==> config.mk <==
export PLATFORM = sky130hd
export DESIGN_NAME = mem_llsc_ctrl
export DESIGN_NICKNAME = d
export VERILOG_FILES = /design/src/rtl/mem_llsc_ctrl.sv
export SDC_FILE = /design/constraint.sdc
export NUM_CORES = 1
export LEC_CHECK = 0
export CAP_MARGIN = 10
export CORE_ASPECT_RATIO = 0.6
export CORE_MARGIN = 1.5
export CORE_UTILIZATION = 41
export DETAILED_ROUTE_END_ITERATION = 6
export GPL_ROUTABILITY_DRIVEN = 0
export MAX_ROUTING_LAYER = met4
export PLACE_DENSITY = 0.76
export SKIP_CTS_REPAIR_TIMING = 1
export SYNTH_ARGS = -nofsm -noshare
export SYNTH_HDL_FRONTEND = slang
export SYNTH_SLANG_ARGS = --single-unit
==> constraint.sdc <==
create_clock -name clk -period 2 [get_ports clk]
set_input_delay 0.4 -clock clk [delete_from_list [all_inputs] [get_ports clk]]
set_output_delay 0.4 -clock clk [all_outputs]
set_load 0.1 [all_outputs]
==> src/rtl/mem_llsc_ctrl.sv <==
// rtl/mem_llsc_ctrl.sv - memory access controller with LL/SC support and bus timeout
module mem_llsc_ctrl #(
   parameter int TIMEOUT = 16
) (
   input  logic        clk,
   input  logic        Rst_n,
   input  logic        flush,
   input  logic [2:0]  op_i,
   input  logic [31:0] addr_i,
   input  logic [31:0] wdata_i,
   input  logic [4:0]  wd_i,
   input  logic        LLbit_i,
   input  logic        wb_LLbit_we_i,
   input  logic        wb_LLbit_value_i,
   output logic        bus_req_o,
   output logic        bus_we_o,
   output logic [31:0] bus_addr_o,
   output logic [31:0] bus_wdata_o,
   input  logic [31:0] bus_rdata_i,
   input  logic        bus_ack_i,
   output logic        stall_o,
   output logic        wreg_o,
   output logic [4:0]  wd_o,
   output logic [31:0] wdata_o,
   output logic        LLbit_we_o,
   output logic        LLbit_value_o,
   output logic [1:0]  excep_o
);

   localparam logic [2:0] OP_LW = 3'b001;
   localparam logic [2:0] OP_SW = 3'b010;
   localparam logic [2:0] OP_LL = 3'b011;
   localparam logic [2:0] OP_SC = 3'b100;
   localparam logic [7:0] TO_LAST = 8'(TIMEOUT - 1);

   typedef enum logic [1:0] {IDLE, BUSY, DONE} state_t;

   state_t      state_q;
   logic [7:0]  cnt_q;
   logic [2:0]  op_q;
   logic [4:0]  wd_q;
   logic        bus_req_q, bus_we_q, wreg_q, llbit_we_q, llbit_val_q;
   logic [31:0] bus_addr_q, bus_wdata_q, wdata_q;
   logic [4:0]  wd_out_q;
   logic [1:0]  excep_q;

   logic llbit_eff_d, op_valid_d, aligned_d;

   // The write-back stage may be updating LLbit in this very cycle.
   assign llbit_eff_d = wb_LLbit_we_i ? wb_LLbit_value_i : LLbit_i;
   assign op_valid_d  = (op_i == OP_LW) || (op_i == OP_SW) || (op_i == OP_LL) || (op_i == OP_SC);
   assign aligned_d   = (addr_i[1:0] == 2'b00);

   assign stall_o = Rst_n && (((state_q == IDLE) && op_valid_d && aligned_d) || (state_q == BUSY));

   always_ff @(posedge clk) begin
      if (!Rst_n) begin
         state_q     <= IDLE;
         cnt_q       <= '0;
         op_q        <= '0;
         wd_q        <= '0;
         bus_req_q   <= 1'b0;
         bus_we_q    <= 1'b0;
         bus_addr_q  <= '0;
         bus_wdata_q <= '0;
         wreg_q      <= 1'b0;
         wd_out_q    <= '0;
         wdata_q     <= '0;
         llbit_we_q  <= 1'b0;
         llbit_val_q <= 1'b0;
         excep_q     <= 2'b00;
      end else begin
         // Result outputs are single-cycle pulses unless set below.
         wreg_q      <= 1'b0;
         wd_out_q    <= '0;
         wdata_q     <= '0;
         llbit_we_q  <= 1'b0;
         llbit_val_q <= 1'b0;
         excep_q     <= 2'b00;
         if (flush) begin
            state_q   <= IDLE;
            cnt_q     <= '0;
            bus_req_q <= 1'b0;
            bus_we_q  <= 1'b0;
         end else begin
            case (state_q)
               IDLE: begin
                  if (op_valid_d) begin
                     if (!aligned_d) begin
                        excep_q <= 2'b01;
                     end else if ((op_i == OP_SC) && !llbit_eff_d) begin
                        state_q  <= DONE;
                        wreg_q   <= 1'b1;
                        wd_out_q <= wd_i;
                     end else begin
                        state_q     <= BUSY;
                        cnt_q       <= '0;
                        op_q        <= op_i;
                        wd_q        <= wd_i;
                        bus_req_q   <= 1'b1;
                        bus_we_q    <= (op_i == OP_SW) || (op_i == OP_SC);
                        bus_addr_q  <= addr_i;
                        bus_wdata_q <= wdata_i;
                     end
                  end
               end
               BUSY: begin
                  if (bus_ack_i) begin
                     state_q   <= DONE;
                     bus_req_q <= 1'b0;
                     bus_we_q  <= 1'b0;
                     wd_out_q  <= wd_q;
                     case (op_q)
                        OP_LW: begin
                           wreg_q  <= 1'b1;
                           wdata_q <= bus_rdata_i;
                        end
                        OP_LL: begin
                           wreg_q      <= 1'b1;
                           wdata_q     <= bus_rdata_i;
                           llbit_we_q  <= 1'b1;
                           llbit_val_q <= 1'b1;
                        end
                        OP_SC: begin
                           wreg_q     <= 1'b1;
                           wdata_q    <= 32'd1;
                           llbit_we_q <= 1'b1;
                        end
                        default: ;
                     endcase
                  end else if (cnt_q == TO_LAST) begin
                     state_q   <= IDLE;
                     bus_req_q <= 1'b0;
                     bus_we_q  <= 1'b0;
                     excep_q   <= 2'b10;
                  end else begin
                     cnt_q <= cnt_q + 8'd1;
                  end
               end
               DONE:    state_q <= IDLE;
               default: state_q <= IDLE;
            endcase
         end
      end
   end

   assign bus_req_o     = bus_req_q;
   assign bus_we_o      = bus_we_q;
   assign bus_addr_o    = bus_addr_q;
   assign bus_wdata_o   = bus_wdata_q;
   assign wreg_o        = wreg_q;
   assign wd_o          = wd_out_q;
   assign wdata_o       = wdata_q;
   assign LLbit_we_o    = llbit_we_q;
   assign LLbit_value_o = llbit_val_q;
   assign excep_o       = excep_q;

endmodule

After elaboration in Yosys (flattened, before gate mapping) --
Index checks and enable logic that the tools add are counted.
Word-level totals: bits in registers 126, output and inout port bits 109
Cells by class: $add $sub $neg 1, eq/ne operators 15, mux-type cells 42, bitwise gates (word level) 5, reductions and logical operators 22
Operator list (number):
- 32-bit one-hot mux with 2 select lines | 1
- 8-bit 2-to-1 mux | 5
- 5-bit 2-to-1 mux | 4
- 1-bit 2-to-1 mux | 18
- 8-bit one-hot mux with 2 select lines | 1
- 2-bit 2-to-1 mux | 7
- 2-bit inequality test (second input constant) | 5
- 5-bit one-hot mux with 2 select lines | 1
- 5-bit AND reduction | 2
- 3-bit by 2-bit == test with 1-bit output (second input constant) | 3
- 8-bit by 1-bit adder with 8-bit output (second input constant) | 1
- 8-bit by 4-bit == test with 1-bit output (second input constant) | 1
- 2-bit one-hot mux with 2 select lines | 2
- 3-bit by 1-bit == test with 1-bit output (second input constant) | 2
- 3-bit == test (second input constant) | 2
- 1-bit one-hot mux with 2 select lines | 3
- 6-bit AND reduction | 1
- 2-bit OR reduction | 3
- 1-bit logical OR | 5
- 1-bit NOT | 5
- 1-bit logical AND | 4
- 2-bit zero test | 2
- 4-bit OR reduction | 1
- 3-bit by 2-bit inequality test with 1-bit output (second input constant) | 1
- other kinds (5) | 5

Depth between registers and ports, before layout --
Gate-level depths: netlist of run 1.
depth after elaboration 8, gate-level depth with buffers 8, mapped depth without buffers 5

Worst setup path before layout of run 1 --
No wires, ideal clock.
kind input-to-output, start point in op_i[0], end point out stall_o, data arrival time 3.092 ns, path slack -1.492 ns, cell stages on the path 3, cells stage by stage o21ai_0 a31oi_1 nor3b_1
Between the ends: cells in the longest elaborated chain, start to end 8, elaborated cells between the ends (all ways) 11
RTL lines:
- start: declaration | line 8 | input logic [2:0] op_i,
- 3-bit by 1-bit == test with 1-bit output / 3-bit by 2-bit == test with 1-bit output (equally long branches) | line 51 | assign op_valid_d = (op_i == OP_LW) || (op_i == OP_SW) || (op_i == OP_LL) || (op_i == OP_SC);
- 1-bit logical OR (2 in series) | line 51
- 1-bit logical OR (*) | line 51
- 1-bit logical AND (*) (2 in series) | line 54 | assign stall_o = Rst_n && (((state_q == IDLE) && op_valid_d && aligned_d) || (state_q == BUSY));
- 1-bit logical OR (*) | line 54
- 1-bit logical AND (*) | line 54
- end: declaration | line 21 | output logic stall_o,
Every way passes the cells marked *; elsewhere a longest branch is shown, timed or not.

Worst setup path after layout of run 1 --
start point in addr_i[0], end point out stall_o
Between the ends: cells in the longest elaborated chain, start to end 4
RTL lines:
- start: declaration | line 9 | input logic [31:0] addr_i,
- 2-bit zero test | line 52 | assign aligned_d = (addr_i[1:0] == 2'b00);
- 1-bit logical AND | line 54
- 1-bit logical OR | line 54
- 1-bit logical AND | line 54
Every way passes these cells.

==> key figures, run 1 <==
Worst setup path
  – CP delay by family, top: buffers and inverters
  – Levels on crit path: 5
  – CP bufs+invs: 2
  – Worst Path Arrival: roughly 1.6 ns
  – CP endpoint kind: output port
  – Setup Crit Path Kind: in2out
  – CP Data Required Time: between 1.5 and 2 ns
  – Crit path max fanout: 2
  – Crit path from: addr_i[0]
  – Critical-path top delay cell: clkdlybuf4s50_1
  – Reg2Reg Setup Slack: around 0.14 ns
  – R2R depth: 4
  – Max incr delay on CP: about 0.47 ns
  – CP endpoint: stall_o
  – Reg2reg start: state_q[0]$_SDFFE_PP0P_
  – CP Launch Type: input pin
  – R2r endpoint: cnt_q[3]$_SDFFE_PP0P_
  – Crit-path cells: clkdlybuf4s50_1 > nor2_4 > a31oi_4 > nor3b_4 > buf_12

Die
  – Initial Utilization: a little over two fifths
  – Ports: 220
  – Die Y: between 80 and 90 um
  – Row cnt: 30
  – Die Wd: about 140 um
  – Core area: roughly 11000 um2
  – Overall die area: 12360 um2

Yosys
  – Top-count cell post-synth: dfxtp_1
  – Synth Instances: ~510
  – Post-synth top area cell: dfxtp_1
  – Synth Warn #: 0
  – Syn_area_per_cell: about 9.3 um2
  – Sequential area share after synthesis: between 50% and 60%
  – Post-synth top cells: dfxtp_1, nand3_1, o21ai_0
  – Netlist cell types: between 40 and 50
  – Synth area leaders: dfxtp_1, a21boi_0, nand3_1
  – Post-synth top area share: a little over half
  – Cell area after synthesis: 4790 um2
  – Synth Flop Type: dfxtp_1
  – EDFF count, synth: 0
  – Post-synth ARST share: 0%
  – Post-synthesis register bit count: about 130
  – Syn nets: 626

Run status
  – Status: completed

Clock tree
  – H-tree depth: 4
  – TritonCTS buffer count: 17
  – Latest clock arrival within the worst-skew pair: between 0.4 and 0.5 ns
  – Max clock buf depth: 2
  – Worst-path clk slew: around 0.060 ns
  – CTS tree: yes
  – Clk sinks: about 130
  – Clock root buffer: clkbuf_16

STA
  – Slew Limit Fails: 0
  – Setup violators final: 0
  – Final hold vios: 0
  – Tightest Pin Transition: between 0.4 and 0.5 ns
  – Tmin final: around 2 ns
  – RSZ-0062 raised after global routing: true
  – Setup Skew: ~0.0084 ns
  – Final period util: a little over nine tenths
  – Max_slew headroom: between 60% and 70%
  – PnR worst setup slack: 0.05396 ns
  – Maximum clock rate: about 0.5 GHz

Cells and area
  – # fillers: 926
  – Area occupied by multi-input gates: approximately 2100 um2
  – Layout area overhead: 59.54%
  – Layout cells sized above 1: roughly a quarter
  – Nets: about 850
  – Sequential cell area: 2522 um2

GRT
  – Met3 global-route usage: roughly 6.2%
  – Met2 Usage GRT: a little under two fifths
  – Met1 Use GR: between 20% and 30%
  – Initial antenna violation count: 1
  – Layer with the highest usage: met2
  – Largest net degree at the start of global routing: about 50
  – First-pass GRT wire length: 22080 um
  – Vias in the first global route: approximately 4500
  – Tot GR Track Use: between 20% and 30%
  – Gr ovfl total: 0

Power
  – VDD IR max: ~0.0006 V
  – Clock network fraction of total power: a little under half
  – Internal power: between 4 and 5 mW
  – Overall power: between 6 and 7 mW
  – Proportion of power drawn by combinational gates: between 10% and 20%
  – PD cells: approximately 830 nW/um2
  – Sequential share of power: 40.3%
  – P_leak: about 3.0 nW
  – NetSw: around 1.6 mW
  – Switching share of total power: around a quarter

Route
  – Routed len/inst: between 15 and 20 um
  – Via count: between 4000 and 5000
  – 1st-iter DRT viols: around 190
  – Via/cell ratio: 5.054
  – Antenna Nets Post-Route: 0
  – DRC: 0
  – Drt pass-1 iters: 5
  – Routed Wire Length: approximately 14000 um

Place
  – PortBufs: around 220
  – Post-DP HPWL: between 10000 and 15000 um
  – Pre-CTS setup slack: -0.3054 ns

Min path
  – Min-delay src: op_i[0]
  – Min-Delay Path Class: in2reg

Job
  – Max_cap viols: 0
power groups by stage:
stage                     sequential, mW  combinational [mW]  clock (mW)
final                               2.57               0.804        3.00
after global routing                2.57               0.847        3.17
after CTS                           2.57               0.801        3.06
after detailed placement            2.62               0.798           0
after global placement              2.62               0.788           0
after floorplan                     2.84               0.204           0
cell families after synthesis:
family,after synthesis,synth area share [%]
flops,126,52.66
compound gates,169,22.15
mux,1,0.2090
xor+xnor,7,1.280
fa+ha+maj,1,0.2612
buf+inv,47,4.963
simple gates,163,18.47
how the worst min path moves through the flow:
stage                     cells after the start                endpoint
after global placement                        2    wd_q[2]$_SDFFE_PN0P_
after CTS                                     3  bus_req_o$_SDFFE_PP0P_
after floorplan                               2      wd_o[0]$_SDFF_PP0_
after detailed placement                      2      wd_o[2]$_SDFF_PP0_
after global routing                          2   bus_we_o$_SDFFE_PP0P_
final                                         2   bus_we_o$_SDFFE_PP0P_
registers in the layout, summed over array words and instances (netlist names):
name,count
bus_req_o,1
bus_addr_o,32
wd_q,5
wd_o,5
state_q,2
bus_we_o,1
op_q,3
bus_wdata_o,32
LLbit_we_o,1
excep_o,2
wreg_o,1
LLbit_value_o,1
wdata_o,32
cnt_q,8
placed cells by master (no fill, tap or decap), types with 5 or more instances in the layout:
cell type,instances
dfxtp_1,126
a32oi_1,5
and2_1,33
nand3_1,74
a21boi_0,67
clkbuf_16,17
nor4_1,5
clkdlybuf4s50_1,105
a21oi_1,10
o21ai_0,73
nand2b_1,5
nand2_1,9
and3_1,6
buf_12,7
nor2_1,15
buf_4,131
clkinv_2,5
per-layer routing:
layer / wire length [um] / part of all wire (%) / vias to the layer above
li1: - / - / 2264
met5: 0 / 0 / -
met1: 6114 / 43 / 2126
met2: 6880 / 48 / 190
met3: 1086 / 7.6 / 19
met4: 199 / 1.4 / 0
worst register-to-register path, cell delays in order, from the launching register on:
cell	delay [ns]
dfxtp_1	0.52
or3b_2	0.55
a211oi_1	0.42
xnor2_1	0.19
nor2_1	0.05
layout make-up:
cell class,count,share of cell area (%)
flip-flops and latches,126,33.01
well taps,160,2.620
diodes,1,0.03275
inverters,1,0.04912
repair buffers,249,29.33
clock buffers,18,5.747
multi-input cells,341,27.36
clock inverters,14,1.850
stage by stage:
| step | instances | TNS [ns] | hold WS [ns] | cell area, um2 | util [%] |
|---|---|---|---|---|---|
| after floorplan | 514 | 0 | 0.4474 | 4818 | - |
| after global placement | 877 | -13.61 | 0.4599 | 7028 | 62.00 |
| after detailed placement | 877 | -18.08 | 0.4688 | 7028 | 62.00 |
| after CTS | 909 | -0.2048 | 0.4108 | 7609 | 67.12 |
| after global routing | 910 | -0.002356 | 0.4247 | 7641 | 67.41 |
| final | 910 | 0 | 0.4049 | 7641 | 67.41 |
Power figures use the tool's default switching activity.
==> run 2: changes to the inputs <==
--- a/config.mk
+++ b/config.mk
@@ -8,11 +8,11 @@
 export CAP_MARGIN = 10
 export CORE_ASPECT_RATIO = 0.6
 export CORE_MARGIN = 1.5
-export CORE_UTILIZATION = 41
+export CORE_UTILIZATION = 37
 export DETAILED_ROUTE_END_ITERATION = 6
 export GPL_ROUTABILITY_DRIVEN = 0
 export MAX_ROUTING_LAYER = met4
-export PLACE_DENSITY = 0.76
+export PLACE_DENSITY = 0.72
 export SKIP_CTS_REPAIR_TIMING = 1
 export SYNTH_ARGS = -nofsm -noshare
 export SYNTH_HDL_FRONTEND = slang
==> constraint.sdc (replaced) <==
create_clock -name clk -period 1.6 [get_ports clk]
set_input_delay 0.32 -clock clk [delete_from_list [all_inputs] [get_ports clk]]
set_output_delay 0.32 -clock clk [all_outputs]
set_load 0.1 [all_outputs]
==> run 2 against run 1 <==
The run now ends with setup timing left. Design area rose by 22%. Critical path depth is 2 higher. Clock power increased by 28%. Critical path type is now reg2reg. Largest power group unchanged.
==> key figures, run 2 (same netlist as run 1, synthesis figures left out) <==
STA
  – Maximum clock rate: 0.5947 GHz
  – Tmin final: 1.681 ns
  – Final period util: 105.1%
  – Slew Limit Fails: 0 (unchanged)
  – Final hold vios: 0 (unchanged)
  – Tightest Pin Transition: 0.4277 ns (was 0.4490 ns)
  – PnR worst setup slack: -0.08141 ns (was 0.05396 ns)
  – Final setup TNS: -1.168 ns (was 0 ns)
  – Setup violators final: 31 (was 0)
  – RSZ-0062 raised after global routing: true (unchanged)
  – Max_slew headroom: 71.22% (was 69.86%)
  – Setup Skew: 0.009636 ns (was 0.008442 ns)

Power
  – P_leak: 3.486 nW (was 3.027 nW)
  – VDD IR max: 0.0008483 V (was 0.0005851 V)
  – PD cells: 888.2 nW/um2 (was 834.2 nW/um2)

Die
  – Initial Utilization: 38.83% (was 42.25%)
  – Row cnt: 31 (was 30)
  – Overall die area: 13660 um2 (was 12360 um2)
  – Ports: 220 (unchanged)
  – Core area: 12330 um2 (was 11340 um2)
  – Die Y: 91.13 um (was 86.72 um)
  – Die Wd: 149.9 um (was 142.5 um)

Clock tree
  – Clock root buffer: clkbuf_16 (unchanged)
  – TritonCTS buffer count: 17 (unchanged)
  – Max clock buf depth: 2 (unchanged)
  – Worst-path clk slew: 0.06 ns (about the same)
  – Latest clock arrival within the worst-skew pair: 0.41 ns (about the same)
  – CTS tree: yes (unchanged)
  – H-tree depth: 4 (unchanged)
  – Clk sinks: 126 (unchanged)

GRT
  – Tot GR Track Use: 23.56% (was 23.65%)
  – Met1 Use GR: 27.97% (was 29.15%)
  – Vias in the first global route: 4821 (was 4453)
  – First-pass GRT wire length: 24360 um (was 22080 um)
  – Gr ovfl total: 0 (unchanged)
  – Met2 Usage GRT: 38.11% (was 37.86%)
  – Layer with the highest usage: met2 (unchanged)
  – Initial antenna violation count: 0 (was 1)
  – Met3 global-route usage: 7.789% (was 6.188%)
  – Largest net degree at the start of global routing: 44 (was 49)

Route
  – Antenna Nets Post-Route: 0 (unchanged)
  – Routed len/inst: 17.77 um (was 15.69 um)
  – DRC: 0 (unchanged)
  – 1st-iter DRT viols: 228 (was 193)
  – Via count: 4886 (was 4599)
  – Routed Wire Length: 16470 um (was 14280 um)
  – Via/cell ratio: 5.271 (was 5.054)
  – Drt pass-1 iters: 7 (was 5)

Cells and area
  – Final core utilization: 75.48% (was 67.41%)
  – N_diodes: 0 (was 1)
  – Layout cells sized above 1: 26.90% (was 24.43%)
  – Most common cell after layout, fill and taps aside: dfxtp_1 (was buf_4)
  – Non-filler cells, final: 927 (was 910)
  – Most frequent cells in the layout: dfxtp_1, buf_12, clkdlybuf4s50_1 (was buf_4, dfxtp_1, clkdlybuf4s50_1)
  – Layout area overhead: 94.38% (was 59.54%)
  – Nets: 861 (was 848)

Run status
  – Status: finished with violations (was completed)
  – Failing checks: setup timing

Worst setup path
  – CP Data Required Time: 1.93 ns (was 1.60 ns)
  – Max incr delay on CP: 0.33 ns (was 0.47 ns)
  – CP Launch Type: register (was input pin)
  – R2R depth: 7 (was 4)
  – Critical-path top delay cell: dfxtp_2 (was clkdlybuf4s50_1)
  – Crit-path cells: nor4_2 > buf_4 > and3_4 > buf_12 > clkbuf_16 > nand3_1 > a21boi_0 (was clkdlybuf4s50_1 > nor2_4 > a31oi_4 > nor3b_4 > buf_12)
  – Worst Path Arrival: 2.01 ns (was 1.55 ns)
  – Crit path max fanout: 16 (was 2)
  – Setup Crit Path Kind: reg2reg (was in2out)
  – Reg2reg start: state_q[1]$_SDFFE_PP0P_ (was state_q[0]$_SDFFE_PP0P_)
  – Reg2Reg Setup Slack: -0.08 ns (was 0.14 ns)
  – R2r endpoint: bus_addr_o[31]$_SDFFE_PN0P_ (was cnt_q[3]$_SDFFE_PP0P_)
  – CP endpoint kind: register (was output port)

Min path
  – Hold Path Sink: excep_o[1]$_SDFF_PP0_ (was bus_we_o$_SDFFE_PP0P_)
  – Worst hold stages: 3 (was 2)
  – Min-delay src: Rst_n (was op_i[0])
  – Min-Delay Path Class: in2reg (unchanged)

Place
  – Post-DP HPWL: 11320 um (was 10040 um)
  – Placed Cells: 887 (was 877)
  – PortBufs: 219 (unchanged)
  – Pre-CTS setup slack: -0.5634 ns (was -0.3054 ns)

Job
  – Max_cap viols: 0 (unchanged)
==> run 2: where the power goes <==
part / internal, mW / switching, mW
clock network: 2.38 / 1.46
registers: 3.18 / 0.0456
logic: 0.579 / 0.625
==> run 2: worst max path at each step <==
| stage | startpoint | end | slack [ns] |
|---|---|---|---|
| floorplan | op_i[2] | stall_o | -0.22 |
| global placement | op_i[1] | wd_o[2]$_SDFF_PP0_ | -0.44 |
| detailed placement | addr_i[0] | wd_q[3]$_SDFFE_PN0P_ | -0.56 |
| CTS | op_i[0] | stall_o | -0.41 |
| global route | state_q[1]$_SDFFE_PP0P_ | bus_addr_o[16]$_SDFFE_PN0P_ | -0.13 |
| finish | state_q[1]$_SDFFE_PP0P_ | bus_addr_o[31]$_SDFFE_PN0P_ | -0.08 |
==> run 2: through the flow <==
stage | area (um2) | total power, mW | hold slack [ns]
after floorplan | 4833 | 3.814 | 0.4372
final | 9310 | 8.269 | 0.3607
after global placement | 8459 | 4.394 | 0.4600
after global routing | 9310 | 8.537 | 0.3770
after CTS | 9052 | 8.223 | 0.3376
after detailed placement | 8459 | 4.416 | 0.4773
==> run 2: area by class of cell <==
class | count | area [um2]
well taps | 165 | 206.4
fillers | 801 | 3024
multi-input cells | 341 | 2158
inverters | 1 | 3.754
repair buffers | 262 | 3821
clock buffers | 19 | 452.9
clock inverters | 13 | 140.1
flip-flops and latches | 126 | 2527
==> run 2: critical path: cells and delay by family (launching register included) <==
kind	cells	cell delay, ns
flip-flops	1	0.33
AND/OR/NAND/NOR	3	0.63
AO/OA/AOI/OAI	1	0.15
buffers and inverters	3	0.49
==> run 2: routing by layer <==
metal | up-vias | part of all wire (%)
met1 | 2361 | 40
li1 | 2287 | -
met3 | 22 | 10
met2 | 216 | 48
met5 | - | 0
met4 | 0 | 1.4
